===== src/rtl/riscv_pkg.sv =====
`default_nettype none
// ============================================================================
//  Module   : riscv_pkg
//  Brief    : RV32I shared constants, immediate formats and ID/EX record
//  Revision : 1.0  initial release
// ============================================================================
package riscv_pkg;

    localparam int XLEN = 32;

    localparam logic [6:0] OP     = 7'b0110011;
    localparam logic [6:0] OP_IMM = 7'b0010011;
    localparam logic [6:0] LOAD   = 7'b0000011;
    localparam logic [6:0] STORE  = 7'b0100011;
    localparam logic [6:0] BRANCH = 7'b1100011;
    localparam logic [6:0] JAL    = 7'b1101111;
    localparam logic [6:0] JALR   = 7'b1100111;
    localparam logic [6:0] LUI    = 7'b0110111;
    localparam logic [6:0] AUIPC  = 7'b0010111;

    typedef enum logic [2:0] {
        IMM_R = 3'd0,
        IMM_I = 3'd1,
        IMM_S = 3'd2,
        IMM_B = 3'd3,
        IMM_U = 3'd4,
        IMM_J = 3'd5
    } imm_fmt_e;

    // Fields captured into the ID/EX register alongside ex_valid
    typedef struct packed {
        logic [31:0] pc;
        logic [31:0] rs1_val;
        logic [31:0] rs2_val;
        logic [31:0] imm;
        logic [4:0]  rd;
        logic [6:0]  opcode;
        logic [2:0]  funct3;
        logic [6:0]  funct7;
        logic        illegal;
    } idex_t;

    // Immediate layout implied by the opcode; unknown opcodes yield no immediate
    function automatic imm_fmt_e imm_fmt_of(input logic [6:0] opcode);
        case (opcode)
            OP_IMM, LOAD, JALR: imm_fmt_of = IMM_I;
            STORE:              imm_fmt_of = IMM_S;
            BRANCH:             imm_fmt_of = IMM_B;
            LUI, AUIPC:         imm_fmt_of = IMM_U;
            JAL:                imm_fmt_of = IMM_J;
            default:            imm_fmt_of = IMM_R;
        endcase
    endfunction

endpackage
`default_nettype wire


===== src/rtl/decode_stage_if.sv =====
`default_nettype none
// ============================================================================
//  Module   : decode_stage_if
//  Brief    : Fetch, register-file, writeback-snoop and ID/EX bundle
//  Revision : 1.0  initial release
// ============================================================================
interface decode_stage_if;
    import riscv_pkg::*;

    logic        if_valid;
    logic        if_ready;
    logic [31:0] if_instr;
    logic [31:0] if_pc;
    logic [4:0]  readAddr1;
    logic [4:0]  readAddr2;
    logic [31:0] rs1_data;
    logic [31:0] rs2_data;
    logic        wb_writeEnable;
    logic [4:0]  wb_writeAddr;
    logic [31:0] wb_writeData;
    logic        flush;
    logic        ex_valid;
    logic        ex_ready;
    logic [31:0] ex_pc;
    logic [31:0] ex_rs1_val;
    logic [31:0] ex_rs2_val;
    logic [31:0] ex_imm;
    logic [4:0]  ex_rd;
    logic [6:0]  ex_opcode;
    logic [2:0]  ex_funct3;
    logic [6:0]  ex_funct7;
    logic        ex_illegal;

    // Decode-stage view
    modport slave (
        input  if_valid, if_instr, if_pc, rs1_data, rs2_data,
               wb_writeEnable, wb_writeAddr, wb_writeData, flush, ex_ready,
        output if_ready, readAddr1, readAddr2, ex_valid, ex_pc, ex_rs1_val,
               ex_rs2_val, ex_imm, ex_rd, ex_opcode, ex_funct3, ex_funct7,
               ex_illegal
    );

    // Surrounding pipeline view (fetch, register file, writeback, execute)
    modport master (
        output if_valid, if_instr, if_pc, rs1_data, rs2_data,
               wb_writeEnable, wb_writeAddr, wb_writeData, flush, ex_ready,
        input  if_ready, readAddr1, readAddr2, ex_valid, ex_pc, ex_rs1_val,
               ex_rs2_val, ex_imm, ex_rd, ex_opcode, ex_funct3, ex_funct7,
               ex_illegal
    );

endinterface
`default_nettype wire


===== src/rtl/decode_stage_imm_gen.sv =====
`default_nettype none
// ============================================================================
//  Module   : imm_gen
//  Brief    : Combinational RV32I immediate builder, sign-extended from bit 31
//  Revision : 1.0  initial release
// ============================================================================
module imm_gen
    import riscv_pkg::*;
(
    input  wire logic [31:7] instr,
    input  imm_fmt_e         fmt,
    output logic [31:0]      imm
);

    // Reassemble the scattered immediate bits for the given format
    always_comb begin
        imm = '0;
        case (fmt)
            IMM_I: imm = {{20{instr[31]}}, instr[31:20]};
            IMM_S: imm = {{20{instr[31]}}, instr[31:25], instr[11:7]};
            IMM_B: imm = {{19{instr[31]}}, instr[31], instr[7], instr[30:25], instr[11:8], 1'b0};
            IMM_U: imm = {instr[31:12], 12'b0};
            IMM_J: imm = {{11{instr[31]}}, instr[31], instr[19:12], instr[20], instr[30:21], 1'b0};
            default: imm = '0;
        endcase
    end

endmodule
`default_nettype wire


===== src/rtl/decode_stage.sv =====
`default_nettype none
// ============================================================================
//  Module   : decode_stage
//  Brief    : RV32I decode/operand fetch with writeback bypass, busy
//             scoreboard for RAW/WAW stalls and ID/EX pipeline register
//  Revision : 1.0  initial release
// ============================================================================
module decode_stage
    import riscv_pkg::*;
#(
    parameter int XLEN = riscv_pkg::XLEN,
    parameter int NREG = 32
) (
    input  wire logic     clk,
    input  wire logic     reset,
    decode_stage_if.slave bus
);

    logic [6:0]      w_opcode;
    logic [4:0]      w_rd;
    logic [4:0]      w_rs1;
    logic [4:0]      w_rs2;
    logic            w_legal;
    logic            w_uses_rs1;
    logic            w_uses_rs2;
    logic            w_rd_class;
    logic            w_writes_rd;
    logic            w_byp1;
    logic            w_byp2;
    logic [XLEN-1:0] w_rs1_val;
    logic [XLEN-1:0] w_rs2_val;
    logic [31:0]     w_imm;
    logic            w_hazard;
    logic            w_if_ready;
    logic            w_accept;
    idex_t           w_idex_next;
    logic [NREG-1:0] w_busy_next;

    logic            r_ex_valid;
    idex_t           r_idex;
    logic [NREG-1:0] r_busy;

    assign w_opcode = bus.if_instr[6:0];
    assign w_rd     = bus.if_instr[11:7];
    assign w_rs1    = bus.if_instr[19:15];
    assign w_rs2    = bus.if_instr[24:20];

    assign bus.readAddr1 = w_rs1;
    assign bus.readAddr2 = w_rs2;

    // Which architectural resources the presented opcode touches
    always_comb begin
        w_legal    = 1'b1;
        w_uses_rs1 = 1'b0;
        w_uses_rs2 = 1'b0;
        w_rd_class = 1'b0;
        case (w_opcode)
            OP:                 begin w_uses_rs1 = 1'b1; w_uses_rs2 = 1'b1; w_rd_class = 1'b1; end
            OP_IMM, LOAD, JALR: begin w_uses_rs1 = 1'b1; w_rd_class = 1'b1; end
            STORE, BRANCH:      begin w_uses_rs1 = 1'b1; w_uses_rs2 = 1'b1; end
            LUI, AUIPC, JAL:    w_rd_class = 1'b1;
            default:            w_legal = 1'b0;
        endcase
    end

    assign w_writes_rd = w_rd_class && (w_rd != 5'd0);

    // A writeback landing this cycle supersedes the stale register-file read
    assign w_byp1    = bus.wb_writeEnable && (bus.wb_writeAddr == w_rs1);
    assign w_byp2    = bus.wb_writeEnable && (bus.wb_writeAddr == w_rs2);
    assign w_rs1_val = (w_rs1 == 5'd0) ? '0 : (w_byp1 ? bus.wb_writeData : bus.rs1_data);
    assign w_rs2_val = (w_rs2 == 5'd0) ? '0 : (w_byp2 ? bus.wb_writeData : bus.rs2_data);

    imm_gen u_imm_gen (
        .instr (bus.if_instr[31:7]),
        .fmt   (imm_fmt_of(w_opcode)),
        .imm   (w_imm)
    );

    // RAW on either source, or WAW on the destination, unless writeback frees it now
    assign w_hazard =
        (w_uses_rs1 && (w_rs1 != 5'd0) && r_busy[w_rs1] && !w_byp1) ||
        (w_uses_rs2 && (w_rs2 != 5'd0) && r_busy[w_rs2] && !w_byp2) ||
        (w_writes_rd && r_busy[w_rd] &&
         !(bus.wb_writeEnable && (bus.wb_writeAddr == w_rd)));

    assign w_if_ready   = !reset && !bus.flush && !w_hazard && (!r_ex_valid || bus.ex_ready);
    assign w_accept     = bus.if_valid && w_if_ready;
    assign bus.if_ready = w_if_ready;

    assign w_idex_next.pc      = bus.if_pc;
    assign w_idex_next.rs1_val = w_rs1_val;
    assign w_idex_next.rs2_val = w_rs2_val;
    assign w_idex_next.imm     = w_imm;
    assign w_idex_next.rd      = w_writes_rd ? w_rd : 5'd0;
    assign w_idex_next.opcode  = w_opcode;
    assign w_idex_next.funct3  = bus.if_instr[14:12];
    assign w_idex_next.funct7  = bus.if_instr[31:25];
    assign w_idex_next.illegal = !w_legal;

    // Scoreboard: writeback and flush release, then an accepted writer claims
    always_comb begin
        w_busy_next = r_busy;
        if (bus.wb_writeEnable)
            w_busy_next[bus.wb_writeAddr] = 1'b0;
        if (bus.flush && r_ex_valid && (r_idex.rd != 5'd0))
            w_busy_next[r_idex.rd] = 1'b0;
        if (w_accept && w_writes_rd)
            w_busy_next[w_rd] = 1'b1;
        w_busy_next[0] = 1'b0;
    end

    // Busy bit register
    always_ff @(posedge clk) begin
        if (reset) r_busy <= '0;
        else       r_busy <= w_busy_next;
    end

    // ID/EX register: load on accept, drop when consumed or flushed, else hold
    always_ff @(posedge clk) begin
        if (reset) begin
            r_ex_valid <= 1'b0;
            r_idex     <= '0;
        end else if (bus.flush) begin
            r_ex_valid <= 1'b0;
        end else if (w_accept) begin
            r_ex_valid <= 1'b1;
            r_idex     <= w_idex_next;
        end else if (bus.ex_ready) begin
            r_ex_valid <= 1'b0;
        end
    end

    assign bus.ex_valid   = r_ex_valid;
    assign bus.ex_pc      = r_idex.pc;
    assign bus.ex_rs1_val = r_idex.rs1_val;
    assign bus.ex_rs2_val = r_idex.rs2_val;
    assign bus.ex_imm     = r_idex.imm;
    assign bus.ex_rd      = r_idex.rd;
    assign bus.ex_opcode  = r_idex.opcode;
    assign bus.ex_funct3  = r_idex.funct3;
    assign bus.ex_funct7  = r_idex.funct7;
    assign bus.ex_illegal = r_idex.illegal;

endmodule
`default_nettype wire


===== src/flat_wrapper.sv =====
// flat-port wrapper written by rule: the top's interface ports become plain ports
module decode_stage_flat import riscv_pkg::*;
#(
    parameter int XLEN = riscv_pkg::XLEN,
    parameter int NREG = 32
)
  (clk, reset, bus_if_valid, bus_if_instr, bus_if_pc, bus_rs1_data, bus_rs2_data, bus_wb_writeEnable, bus_wb_writeAddr, bus_wb_writeData, bus_flush, bus_ex_ready, bus_if_ready, bus_readAddr1, bus_readAddr2, bus_ex_valid, bus_ex_pc, bus_ex_rs1_val, bus_ex_rs2_val, bus_ex_imm, bus_ex_rd, bus_ex_opcode, bus_ex_funct3, bus_ex_funct7, bus_ex_illegal);
  decode_stage_if bus_i ();
  input  wire logic clk;
  input  wire logic reset;
  input wire logic [$bits(bus_i.if_valid)-1:0] bus_if_valid;
  input wire logic [$bits(bus_i.if_instr)-1:0] bus_if_instr;
  input wire logic [$bits(bus_i.if_pc)-1:0] bus_if_pc;
  input wire logic [$bits(bus_i.rs1_data)-1:0] bus_rs1_data;
  input wire logic [$bits(bus_i.rs2_data)-1:0] bus_rs2_data;
  input wire logic [$bits(bus_i.wb_writeEnable)-1:0] bus_wb_writeEnable;
  input wire logic [$bits(bus_i.wb_writeAddr)-1:0] bus_wb_writeAddr;
  input wire logic [$bits(bus_i.wb_writeData)-1:0] bus_wb_writeData;
  input wire logic [$bits(bus_i.flush)-1:0] bus_flush;
  input wire logic [$bits(bus_i.ex_ready)-1:0] bus_ex_ready;
  output wire logic [$bits(bus_i.if_ready)-1:0] bus_if_ready;
  output wire logic [$bits(bus_i.readAddr1)-1:0] bus_readAddr1;
  output wire logic [$bits(bus_i.readAddr2)-1:0] bus_readAddr2;
  output wire logic [$bits(bus_i.ex_valid)-1:0] bus_ex_valid;
  output wire logic [$bits(bus_i.ex_pc)-1:0] bus_ex_pc;
  output wire logic [$bits(bus_i.ex_rs1_val)-1:0] bus_ex_rs1_val;
  output wire logic [$bits(bus_i.ex_rs2_val)-1:0] bus_ex_rs2_val;
  output wire logic [$bits(bus_i.ex_imm)-1:0] bus_ex_imm;
  output wire logic [$bits(bus_i.ex_rd)-1:0] bus_ex_rd;
  output wire logic [$bits(bus_i.ex_opcode)-1:0] bus_ex_opcode;
  output wire logic [$bits(bus_i.ex_funct3)-1:0] bus_ex_funct3;
  output wire logic [$bits(bus_i.ex_funct7)-1:0] bus_ex_funct7;
  output wire logic [$bits(bus_i.ex_illegal)-1:0] bus_ex_illegal;
  assign bus_i.if_valid = bus_if_valid;
  assign bus_i.if_instr = bus_if_instr;
  assign bus_i.if_pc = bus_if_pc;
  assign bus_i.rs1_data = bus_rs1_data;
  assign bus_i.rs2_data = bus_rs2_data;
  assign bus_i.wb_writeEnable = bus_wb_writeEnable;
  assign bus_i.wb_writeAddr = bus_wb_writeAddr;
  assign bus_i.wb_writeData = bus_wb_writeData;
  assign bus_i.flush = bus_flush;
  assign bus_i.ex_ready = bus_ex_ready;
  assign bus_if_ready = bus_i.if_ready;
  assign bus_readAddr1 = bus_i.readAddr1;
  assign bus_readAddr2 = bus_i.readAddr2;
  assign bus_ex_valid = bus_i.ex_valid;
  assign bus_ex_pc = bus_i.ex_pc;
  assign bus_ex_rs1_val = bus_i.ex_rs1_val;
  assign bus_ex_rs2_val = bus_i.ex_rs2_val;
  assign bus_ex_imm = bus_i.ex_imm;
  assign bus_ex_rd = bus_i.ex_rd;
  assign bus_ex_opcode = bus_i.ex_opcode;
  assign bus_ex_funct3 = bus_i.ex_funct3;
  assign bus_ex_funct7 = bus_i.ex_funct7;
  assign bus_ex_illegal = bus_i.ex_illegal;
  decode_stage #(.XLEN(XLEN), .NREG(NREG)) u_core (.clk(clk), .reset(reset), .bus(bus_i));
endmodule

===== config.mk =====
export PLATFORM = sky130hd
export DESIGN_NAME = decode_stage_flat
export DESIGN_NICKNAME = d
export VERILOG_FILES = /design/src/rtl/riscv_pkg.sv /design/src/rtl/decode_stage_if.sv /design/src/rtl/decode_stage_imm_gen.sv /design/src/rtl/decode_stage.sv /design/src/flat_wrapper.sv
export SDC_FILE = /design/constraint.sdc
export NUM_CORES = 1
export LEC_CHECK = 0
export CAP_MARGIN = 20
export CORE_MARGIN = 2
export CORE_UTILIZATION = 43
export DETAILED_ROUTE_END_ITERATION = 10
export GPL_TIMING_DRIVEN = 0
export PLACE_DENSITY = 0.78
export SLEW_MARGIN = 0
export SYNTH_ARGS = -nofsm -noshare
export SYNTH_HDL_FRONTEND = slang
export SYNTH_HIERARCHICAL = 1
export SYNTH_SLANG_ARGS = --single-unit
export TNS_END_PERCENT = 5

===== constraint.sdc =====
create_clock -name clk -period 2.6 [get_ports clk]
set_input_delay 0.65 -clock clk [delete_from_list [all_inputs] [get_ports clk]]
set_output_delay 0.65 -clock clk [all_outputs]
set_load 0.005 [all_outputs]

==> flow_summary.toml, run 1 <==
[outcome]
status = "finished with violations"
violations = "negative setup slack"

[layout]
final_common_cell = "clkdlybuf4s50_1"
final_cell_mix = "clkdlybuf4s50_1, dfxtp_1, nor2b_1"
areaGrowthSynthToFinish_pct = 51.2
drive_gt1_share_pct = 21.8
final_nets = 1622
fill_cells = 1934

[detailed_routing]
antenna_left = 0
first_pass_iters = 6
drc = 0
wl_mm = 39.1
vias = 9916
drt-initial-drc-count = 720
wl_per_cell_um = 21.8
vias_per_cell = 5.54

[logic_synthesis]
synth_edf_count = 0
synth_nets = 1242
ys_ff_latch = 183
syn_inst = 1071
yosys_most_used_dff = "dfxtp_1"
synthArstFlopShare_pct = 0
synth.yosys.seq_area_share_pct = 35.0
synth_area_mm2 = 0.0105
avgSynthCellArea_um2 = 9.76
ys_warn_count = 6
synth.distinct_cells = 63

[critical_path]
worstPathArrival_ps = 2350
critPathMaxFanout = 6
cp-start-kind = "primary input"
required_ps = 1950
critPathKind = "primary input to output pin"
endpoint_kind = "output pin"

[power_and_ir_drop]
irDropWorstVdd_mv = 0.383
power.total_w = 0.00691
power.leakage_nw = 6.70
power_density_mw_per_mm2 = 437

[placed_design]
dp_hpwl_mm = 28.0
gp_congestion = 0.936
io_buffers = 329

[clock_tree]
clkSinkCount = 183
cts_inserted_buffers = 17
tritoncts = "done"
clockRootBuffer = "clkbuf_16"
htree_levels = 4
clk_path_buf_depth = 2
clkTransAtPathRegs_ps = 70
clk_latency_ps = 440

[worst_hold_path]
min_path_type = "register to register"

[timing]
fin_crit_ps = 3000
setup_tns_ps = -12650
hold_violations = 0
clock_skew_ps = 18.5
fmax_ghz = 0.333
maxSlewViolCount = 0
setup_violations = 173
worst_pin_slew_ps = 844
finalCritPeriodShare_pct = 116
maxSlewHeadroom_pct = 43.8
fin_ws_ps = -405
rsz0062_at_grt = "yes"

[floorplan]
io_pins = 334
start_util_pct = 43.4
core_area_mm2 = 0.0241
fp-row-count = 57
die_h_um = 160
die_area_mm2 = 0.0256
die_x_um = 160

[grt]
antenna_found_initial = 1
grt_overflow_total = 0
grt_usage_pct = 29.4
first_global_vias = 10039
grt_max_degree = 21
grt_pass1_wl_mm = 58.7

[job]
cap_violations = 0
==> registers in the layout (all words and copies together) (netlist names) <==
signal / cells
u_core/bus.ex_rd: 5
u_core/bus.ex_illegal: 1
u_core/bus.ex_opcode: 7
u_core/bus.ex_funct7: 7
u_core/bus.ex_rs2_val: 32
u_core/bus.ex_imm: 32
u_core/bus.ex_pc: 32
u_core/bus.ex_rs1_val: 32
u_core/r_busy: 31
u_core/bus.ex_funct3: 3
u_core/bus.ex_valid: 1
==> cell usage after synthesis, types with 4 or more instances <==
cell      instances  area, um^2
nand2b_1         82         513
buf_2            12        60.1
dfxtp_1         183        3660
clkbuf_1         53         199
nor3b_1           4        30.0
and2_1            7        43.8
o41ai_2          16         260
nand2_1         101         379
a21oi_1           7        35.0
mux2_2           64         721
mux4_2           10         225
buf_4            27         203
nor2_1           25        93.8
buf_6             4        45.0
a21o_1            8        60.1
o221ai_1         29         254
nor4_1            4        25.0
o21ai_0          16        80.1
mux2_1           83         935
mux2i_1          99         991
or3_1             6        37.5
o41ai_1          15         131
nor2b_1         115         719
inv_1             4        15.0
a22oi_1           9        67.6
nand3b_1         10        75.1
or2_2             4        25.0
xor2_1           12         105
nand3_1           9        45.0
==> power by group <==
group	switching (W)	internal, W
clock	0.00135	0.00130
combinational	0.000574	0.000750
sequential	0.0000452	0.00289
total	0.00197	0.00494
==> per-stage QoR <==
step / instances / cell area (um^2) / util, % / hold slack (ps) / setup WS [ps]
floorplan: 1071 / 10500 / - / 468 / -77.7
global route: 1789 / 15800 / 65.6 / 494 / -434
detailed placement: 1724 / 14200 / 59.0 / 468 / -1600
global placement: 1724 / 14200 / 59.0 / 460 / -1620
CTS: 1785 / 15600 / 64.6 / 480 / -419
finish: 1789 / 15800 / 65.6 / 479 / -405
==> layout make-up <==
type                       instances  area, um^2  share of cell area, %
clock inverter                    15         174                   1.10
antenna                            1        2.50                 0.0158
multi-input combinational        787        6660                   42.1
sequential                       183        3670                   23.2
tap                              324         405                   2.56
clock buffer                      17         425                   2.69
timing repair buffer             365        3640                   23.1
buffer                            93         812                   5.14
inverter                           4        15.0                 0.0950
==> cells by family after synthesis <==
family	share of synthesized area, %
and+or+nand+nor	20.7
muxes	27.5
xor gates and xnor gates	1.26
AOI/OAI and AO/OA	10.6
DFF	35.0
buffers and inverters	5.03
==> path summary, 6_finish.rpt <==
kind / slack [ps] / cells past startpoint / startpoint / endpoint
setup reg to reg: -100 / 11 / u_core/r_busy[13] / u_core/bus.ex_imm[9]
hold / removal: 480 / 2 / u_core/bus.ex_rs1_val[20] / u_core/bus.ex_rs1_val[20]
hold reg to reg: 480 / 2 / u_core/bus.ex_rs1_val[20] / u_core/bus.ex_rs1_val[20]
setup / recovery: -400 / 8 / bus_if_instr[4] / bus_if_ready
==> timing repair <==
item | 4_1_cts | 5_1_grt
endpoints found under the setup margin | 189 | 184
resized for setup | 187 | 98
pin swaps | 29 | 13
hold buffers | 0 | 0
setup buffers | 29 | 6
gates cloned | 5 | 1
==> routing by layer <==
layer	wire length, um	global-route usage [%]
met1	15500	35.9
met2	18300	49.0
met3	3900	8.21
met4	1380	12.0
met5	0	0
==> critical path, cell delays in order <==
cell and delay (ps):
dlygate4sd2_1 310, and3b_2 290, nor2_1 60, nor4_2 370, nand4b_1 200, o21ai_1 120
and4b_1 210, buf_2 130
Power figures use the tool's default switching activity.
==> run 2, diff against run 1 <==
CAP_MARGIN = not set   (was 20)
RECOVER_POWER = 25   (was not set)
==> run 2 against run 1 <==
  * The run still ends with negative setup slack left
  * Sequential power hardly changed
  * Register-to-register slack worse by 30 ps
  * Via count is 0.15% lower
  * Critical path depth stayed put
  * Combinational power hardly changed
  * Hold slack worse by 1.2 ps
  * Final cell count stayed put
  * Clock skew hardly changed
  * Die area stayed put
  * First-iteration DRC count is 0.42% higher
  * Core utilization stayed put
  * Routed wire length is 0.29% lower
  * Critical path type unchanged
  * Critical endpoint unchanged
==> flow_summary.toml, run 2 (synthesized netlist as in run 1, its figures left out) <==
[layout]
areaGrowthSynthToFinish_pct = 51.2
final_cells = 1789
final_common_cell = "clkdlybuf4s50_1"
final_nets = 1622
final_cell_mix = "clkdlybuf4s50_1, dfxtp_1, nor2b_1"
drive_gt1_share_pct = 21.8
fill_cells = 1934

[critical_path]
path_cells = "dlygate4sd2_1 > and3b_2 > nor2_1 > nor4_2 > nand4b_1 > o21ai_1 > and4b_1 > buf_2"
cp-start-kind = "primary input"
cp.depth = 8
rr_startpoint = "u_core/r_busy[13]"
reg2reg_to = "u_core/bus.ex_imm[9]"
critical_path_buf_inv_count = 2
cp_top_family = "simple AND/OR/NAND/NOR gates"
endpoint_kind = "output pin"
slowest_stage = "nor4_2"
required_ps = 1950
critPathKind = "primary input to output pin"
reg2reg_slack_ps = -130
cpPeakStageDelay_ps = 370
worstPathArrival_ps = 2380
critPathMaxFanout = 6
worst_r2r_path_depth = 11

[clock_tree]
tritoncts = "done"
htree_levels = 4
clkSinkCount = 183
clkTransAtPathRegs_ps = 70
clk_latency_ps = 440
cts_inserted_buffers = 17
clockRootBuffer = "clkbuf_16"
clk_path_buf_depth = 2

[power_and_ir_drop]
power_density_mw_per_mm2 = 436
irDropWorstVdd_mv = 0.379
power.leakage_nw = 6.82
power.total_w = 0.00690

[grt]
antenna_found_initial = 1
first_global_vias = 10039
grt_usage_pct = 29.4
grt_max_degree = 21
grt_pass1_wl_mm = 58.7
grt_overflow_total = 0

[placed_design]
dp_cells = 1724
gp_congestion = 0.936
io_buffers = 329
dp_hpwl_mm = 28.0

[worst_hold_path]
min_from = "u_core/bus.ex_rs1_val[20]"
min_path_type = "register to register"
hold_depth = 2
worstHoldEndpoint = "u_core/bus.ex_rs1_val[20]"

[timing]
setup_violations = 178
maxSlewHeadroom_pct = 43.7
maxSlewViolCount = 0
finalCritPeriodShare_pct = 116
fin_crit_ps = 3030
setup_tns_ps = -15460
fin_ws_ps = -427
clock_skew_ps = 18.5
hold_violations = 0
worst_pin_slew_ps = 844
fmax_ghz = 0.330
rsz0062_at_grt = "yes"

[detailed_routing]
drc = 0
vias_per_cell = 5.53
wl_mm = 39.0
first_pass_iters = 5
antenna_left = 0
vias = 9901
drt-initial-drc-count = 723
wl_per_cell_um = 21.8

[floorplan]
core_area_mm2 = 0.0241
fp-row-count = 57
die_h_um = 160
die_x_um = 160
start_util_pct = 43.4
die_area_mm2 = 0.0256
io_pins = 334

[outcome]
violations = "negative setup slack"
status = "finished with violations"

[job]
cap_violations = 0
==> run 2: cell type report <==
class	instances	area [um^2]	share of cell area, %
Sequential cell	183	3670	23.2
Inverter	4	15.0	0.0950
Tap cell	324	405	2.56
Clock inverter	15	174	1.10
Clock buffer	17	425	2.69
Timing Repair Buffer	365	3640	23.1
Multi-Input combinational cell	787	6660	42.1
Antenna cell	1	2.50	0.0158
Buffer	93	812	5.14
==> run 2: through the flow <==
step                      hold slack, ps  area, um^2  util (%)  setup WS, ps
after floorplan                      468       10500         -         -77.7
after global placement               460       14200      59.0         -1620
after detailed placement             468       14200      59.0         -1600
after CTS                            480       15600      64.6          -419
after global routing                 494       15800      65.6          -434
final                                478       15800      65.6          -427
==> run 2: repair_timing <==
item | in CTS | in global routing
pin swaps | 29 | 13
setup buffers | 29 | 6
cloned | 5 | 1
setup endpoints to repair | 189 | 184
gates resized for setup | 187 | 98
hold buffers | 0 | 0
==> run 2: per-layer routing <==
layer	wire (um)	up-vias	track usage (%)
met5	0	-	0
met4	1380	0	12.0
met1	15600	4700	35.9
met3	3820	104	8.21
met2	18200	554	49.0
li1	-	4543	-
==> run 2: power by group <==
part | total (W) | internal, W | switching, W | leakage [nW]
combinational | 0.00131 | 0.000741 | 0.000573 | 5.05
clock | 0.00265 | 0.00130 | 0.00135 | 0.290
sequential | 0.00293 | 0.00289 | 0.0000440 | 1.49
==> run 2: worst register-to-register path, cell delays in order (launching register included) <==
cell and delay (ps):
dfxtp_1 430, mux2i_1 100, mux4_2 510, a22oi_2 200, nand4b_1 180, buf_4 180
o211ai_1 80, buf_4 200, buf_12 170, buf_4 140, buf_12 110, mux2_1 320
==> run 2: worst max-delay path by stage <==
stage | from | slack, ps | end
floorplan | bus_if_instr[15] | -80 | bus_if_ready
global placement | bus_wb_writeAddr[4] | -1620 | bus_if_ready
detailed placement | bus_wb_writeAddr[4] | -1600 | bus_if_ready
CTS | bus_if_instr[16] | -420 | bus_if_ready
global route | bus_if_instr[16] | -430 | bus_if_ready
finish | bus_if_instr[4] | -430 | bus_if_ready
